==> src/rtl/branch_redirect_ctrl.sv <==
// Branch redirect controller: resolves execute-stage control transfers,
// flushes IF/ID and redirects fetch. Optional counters: YARP_BRANCH_PERF_EN.
module branch_redirect_ctrl #(
  parameter int unsigned FLUSH_CYCLES = 2,
  parameter logic [31:0] RESET_PC     = 32'h0000_0000
) (
  input  logic        clk,
  input  logic        reset_n,
  input  logic        ex_valid_i,
  input  logic        ex_is_b_type_i,
  input  logic        ex_is_jal_i,
  input  logic        ex_is_jalr_i,
  input  logic        branch_taken_i,
  input  logic        pred_taken_i,
  input  logic [31:0] ex_pc_i,
  input  logic [31:0] ex_imm_i,
  input  logic [31:0] ex_rs1_i,
  input  logic        redirect_ready_i,
  output logic        redirect_valid_o,
  output logic [31:0] redirect_pc_o,
  output logic        flush_o,
  output logic        stall_o,
  output logic        misalign_o,
  output logic [31:0] branch_cnt_o,
  output logic [31:0] mispred_cnt_o
);

  typedef enum logic [1:0] {
    IDLE,
    FLUSH,
    REDIRECT
  } state_t;

  localparam logic [3:0] FLUSH_LOAD = 4'(FLUSH_CYCLES - 1);

  state_t      state;
  logic [3:0]  flush_cnt;

  logic        actual;
  logic        need;
  logic        is_cti;
  logic        ev;
  logic        accept;
  logic        bad;
  logic [31:0] base;
  logic [31:0] sum;
  logic [31:0] target;
  logic [31:0] seq_pc;
  logic [31:0] next_pc;

  always_comb begin
    is_cti  = ex_is_b_type_i | ex_is_jal_i | ex_is_jalr_i;
    actual  = ex_is_b_type_i ? branch_taken_i : 1'b1;
    base    = ex_is_jalr_i ? ex_rs1_i : ex_pc_i;
    sum     = base + ex_imm_i;
    target  = ex_is_jalr_i ? {sum[31:1], 1'b0} : sum;
    seq_pc  = ex_pc_i + 32'd4;
    next_pc = actual ? target : seq_pc;
    need    = (ex_is_b_type_i & (branch_taken_i != pred_taken_i))
            | (ex_is_jal_i & ~pred_taken_i)
            | ex_is_jalr_i;
    ev      = (state == IDLE) & ex_valid_i & is_cti;
    accept  = ev & need & ~next_pc[1];
    bad     = ev & need & next_pc[1];
  end

  always_ff @(posedge clk or negedge reset_n) begin
    if (!reset_n) begin
      state            <= IDLE;
      flush_cnt        <= '0;
      flush_o          <= 1'b0;
      redirect_valid_o <= 1'b0;
      stall_o          <= 1'b0;
      misalign_o       <= 1'b0;
      redirect_pc_o    <= RESET_PC;
    end else begin
      misalign_o <= bad;
      unique case (state)
        IDLE: begin
          if (accept) begin
            state         <= FLUSH;
            flush_cnt     <= FLUSH_LOAD;
            flush_o       <= 1'b1;
            stall_o       <= 1'b1;
            redirect_pc_o <= next_pc;
          end
        end
        FLUSH: begin
          if (flush_cnt == 4'd0) begin
            state            <= REDIRECT;
            flush_o          <= 1'b0;
            redirect_valid_o <= 1'b1;
          end else begin
            flush_cnt <= flush_cnt - 4'd1;
          end
        end
        REDIRECT: begin
          if (redirect_ready_i) begin
            state            <= IDLE;
            redirect_valid_o <= 1'b0;
            stall_o          <= 1'b0;
          end
        end
        default: begin
          state            <= IDLE;
          flush_o          <= 1'b0;
          redirect_valid_o <= 1'b0;
          stall_o          <= 1'b0;
        end
      endcase
    end
  end

`ifdef YARP_BRANCH_PERF_EN
  always_ff @(posedge clk or negedge reset_n) begin
    if (!reset_n) begin
      branch_cnt_o  <= '0;
      mispred_cnt_o <= '0;
    end else if (ev) begin
      branch_cnt_o <= branch_cnt_o + 32'd1;
      if (need) begin
        mispred_cnt_o <= mispred_cnt_o + 32'd1;
      end
    end
  end
`else
  assign branch_cnt_o  = '0;
  assign mispred_cnt_o = '0;
`endif

endmodule

==> config.mk <==
export PLATFORM = sky130hd
export DESIGN_NAME = branch_redirect_ctrl
export DESIGN_NICKNAME = d
export VERILOG_FILES = /design/src/rtl/branch_redirect_ctrl.sv
export SDC_FILE = /design/constraint.sdc
export NUM_CORES = 1
export LEC_CHECK = 0
export ABC_AREA = 1
export BUFFER_PORTS_ARGS = -buffer_cell sky130_fd_sc_hd__buf_2
export CORE_ASPECT_RATIO = 1.5
export CORE_MARGIN = 2
export CORE_UTILIZATION = 50
export CTS_BUF_LIST = sky130_fd_sc_hd__clkbuf_2
export DETAILED_ROUTE_END_ITERATION = 10
export PLACE_DENSITY = 0.8
export SLEW_MARGIN = 40
export SYNTH_ARGS = -nofsm -noshare
export SYNTH_HDL_FRONTEND = slang
export SYNTH_SLANG_ARGS = --single-unit
export TNS_END_PERCENT = 100
==> constraint.sdc <==
create_clock -name clk -period 2.85 [get_ports clk]
set_input_delay 0 -clock clk [delete_from_list [all_inputs] [get_ports clk]]
set_output_delay 0 -clock clk [all_outputs]
set_load 0.03 [all_outputs]
==> results by group <==
Placed design
  – Number of buffers inserted by port buffering: 140
  – Worst slack at placement: ~320 ps
  – Placed cells: between 1,000 and 1,500
  – Final estimated routing congestion in global placement: 1.02
  – Post-DP HPWL: 16.7 mm

Synth
  – Synth unique cells: 42
  – Top cell type's share of synthesized area: 0.238
  – Share of flip-flops with an asynchronous set or reset after synthesis: 1.00
  – Cell accounting for the most synthesized area: sky130_fd_sc_hd__nand2_1
  – Most common flop cell mapped by yosys: sky130_fd_sc_hd__dfrtp_1
  – Syn avg cell area: between 5 and 6 µm²
  – Warnings from Yosys: 0
  – Number of enable-type register cells in the synthesized netlist: 0
  – Top cells by area, synth: sky130_fd_sc_hd__nand2_1, sky130_fd_sc_hd__dfrtp_1, sky130_fd_sc_hd__inv_1, sky130_fd_sc_hd__buf_4, sky130_fd_sc_hd__ha_1
  – Post-synthesis register bit count: 42
  – Most frequent cell after synthesis: sky130_fd_sc_hd__nand2_1
  – Sequential-to-total area share from yosys stat: 0.174
  – Most common library cells after synthesis: sky130_fd_sc_hd__nand2_1, sky130_fd_sc_hd__inv_1, sky130_fd_sc_hd__nor2_1
  – Number of instances in the synthesized netlist: 1,061
  – Mapped cell area: 6030 µm²

STA
  – Sum Neg Setup Slack: 0 ps
  – Slew Limit Headroom: 0.634
  – Setup repair after global routing missed its margin: no
  – Max Clock Freq: 437 MHz
  – Worst-case clock skew: 15.4 ps
  – Final Hold Violating Endpoints: 1
  – Max Slew Vio Count: 0
  – Final count of negative-setup-slack endpoints: 0
  – Post-route clock period utilization: 0.803
  – Slew @ Worst Pin: 549 ps
  – Final WS setup: 562 ps
  – Post-layout min period: 2290 ps
  – Final worst hold slack: -0.109 ps

Die
  – Initial Util: 0.507
  – Overall die height: between 100 and 150 µm
  – Area of the core: 11,900 µm²
  – Number of placement rows: ~50
  – DIE WIDTH: roughly 94 µm
  – Ports placed on the boundary: slightly above 200
  – Die Footprint: ~13,000 µm²

Global route
  – Vias in the first global route: 6,358
  – Wire length of the first global-routing pass: around 31 mm
  – Overall overflow remaining after global route: 0
  – Initial antenna violation count: 0
  – Aggregate global-route resource usage: 0.307
  – Pin count of the biggest net entering global routing: 43

Final layout
  – Number of cells in the finished layout apart from fillers: 1,369
  – Area added between synthesis and finish: 13.7%
  – Number of filler instances in the final layout: 1,308
  – Final-stage net count: 1,355
  – Fraction of layout cells with a size suffix above 1: 0.150
  – N_diodes: 0

Worst hold path
  – Hold path startpoint: ex_imm_i[31]
  – Class of the most critical hold timing path: in2reg
  – Cell count of the worst hold path: 6
  – Hold Path End: redirect_pc_o[31]

Power and ir drop
  – Leakage: 4.11 nW
  – Ratio of total power to cell area: 535 nW/µm²
  – IR drop worst, VDD: 0.349 mV

Setup path
  – Slowest-stage cell, CP: sky130_fd_sc_hd__dlygate4sd3_1
  – Critical path capture point type: flop
  – CP Cell Sequence: dlygate4sd3_1 -> buf_2 -> inv_1 -> o21ai_0 -> ha_1 -> fa_1 -> nand3_1 -> nand3_1 -> nand3_1 -> nand3_1 -> nand2_1 -> nand2_1 -> nand2_1 -> nand3_1 -> a21boi_0
  – Reg2reg setup slack: 970 ps
  – Startpoint of the lowest-slack register-to-register path: state[1]
  – Maximum net fanout on the critical path: 4
  – Crit path largest cell delay: around 530 ps
  – Critical path's most frequent cell: sky130_fd_sc_hd__nand3_1
  – Number of cells on the worst reg-to-reg path: 5
  – Worst setup startpoint: ex_pc_i[0]
  – Worst path top cell family by delay: simple AND/OR/NAND/NOR gates
  – Crit path launch type: primary input
  – Destination of the worst register-to-register timing path: redirect_pc_o[28]
  – Data arrival time at the worst-slack endpoint: around 2700 ps
  – Worst EP required: 3220 ps
  – Category of the most critical setup path: in2reg
  – Bufs and invs on worst path: 3

Route
  – Post-route ant nets: 0
  – Routed via count divided by cell count: 4.98
  – Vias: between 6,000 and 7,000
  – Routed len/inst: 14.7 µm
  – Wire length after detailed routing: 20.1 mm
  – DR iter-0 viols: 470
  – # DRC: 0
  – Number of iterations in the first detailed-routing pass: 6

Clock network
  – Skew-Pair Late Insertion Delay: 440 ps
  – Num CTS Buffers: 5
  – Cell at the root of the clock tree: sky130_fd_sc_hd__clkbuf_2
  – Maximum count of clock buffers along a single path: 2
  – H-tree depth: 2
  – Clock tree from TritonCTS: yes
  – Sinks on the clock net: 42
  – Clock slew at reported path FFs: approximately 210 ps

Status
  – Violations in the final reports: hold timing
  – Status: finished, violations left

Job
  – Max-Cap Viols: 0
worst reg2reg max path: stages (launching register included):
cell                       delay [ps]
sky130_fd_sc_hd__dfrtp_1          470
sky130_fd_sc_hd__nor3b_1          410
sky130_fd_sc_hd__nand3_2          160
sky130_fd_sc_hd__inv_2            390
sky130_fd_sc_hd__or2_2            200
sky130_fd_sc_hd__a21boi_0         170
worst max path at each step:
stage                        end  slack [ps]  depth (start not counted)
2_1_floorplan  redirect_pc_o[11]         730                         12
6_report       redirect_pc_o[28]         560                         15
3_3_place_gp   redirect_pc_o[28]         340                         14
4_1_cts        redirect_pc_o[28]         600                         15
5_1_grt        redirect_pc_o[28]         460                         15
3_5_place_dp   redirect_pc_o[28]         320                         14
cell families (layout without fill, tap and decap cells):
kind of cell / count (synthesis) / in the layout / synth area share
fa+ha+maj: 35 / 35 / 0.0738
other cells: 1 / 64 / 0.000622
compound gates: 132 / 132 / 0.126
xor+xnor: 18 / 18 / 0.0261
flops: 42 / 42 / 0.174
buf+inv: 255 / 347 / 0.209
simple gates: 578 / 578 / 0.391
metrics by stage:
stage	power (mW)	utilization	hold slack (ps)	cell area (µm²)
6_report	3.67	0.577	-0.109	6860
5_1_grt	3.94	0.577	2.09	6860
4_1_cts	3.66	0.574	0.464	6830
3_5_place_dp	3.36	0.555	21.9	6600
3_3_place_gp	3.33	0.555	191	6600
2_1_floorplan	2.74	-	-296	6270
placed cells by master, fill, tap and decap left out, drive strengths merged, types with 34 or more instances in the layout:
master,netlist,layout
buf,75,147
nor2,91,91
inv,170,170
nand3,59,59
dfrtp,42,42
conb,1,64
a21oi,51,51
nand2,384,384
o21ai,51,51
ha,34,34
flip-flops by register name, indices dropped and copies added (netlist names):
signal and flops:
flush_cnt 4, flush_o 1, misalign_o 1, redirect_pc_o 32, redirect_valid_o 1, stall_o 1
state 2
where the power goes:
| group | leakage (nW) | switching (mW) | total, mW | internal [mW] |
|---|---|---|---|---|
| registers | 0.500 | 0.172 | 1.04 | 0.869 |
| clock network | 0.0289 | 0.215 | 0.275 | 0.0601 |
| logic | 3.58 | 1.59 | 2.35 | 0.763 |
| total | 4.11 | 1.98 | 3.67 | 1.69 |
metal layers:
layer | track usage | wire length [µm] | share of wire | up-vias
li1 | - | - | - | 3471
met1 | 0.344 | 7330 | 0.37 | 2947
met2 | 0.543 | 9890 | 0.49 | 332
met3 | 0.0250 | 1310 | 0.065 | 74
met4 | 0.198 | 1530 | 0.076 | 0
met5 | 0 | 0 | 0 | -
layout make-up:
cell class              count  area [µm²]  share of cell area
well taps                 153         191              0.0279
flip-flops and latches     42        1050               0.153
inverters                 171         643              0.0938
clock buffers               5        25.0             0.00365
repair buffers            168         966               0.141
multi-input cells         827        3960               0.577
clock inverters             3        21.3             0.00310
timing repair:
| action | in CTS | in global routing |
|---|---|---|
| endpoints found under the hold margin | 60 | 3 |
| buffers inserted | 0 | 0 |
| hold buffers | 18 | 3 |
| resized for setup | 0 | 0 |
Power figures use the tool's default switching activity.
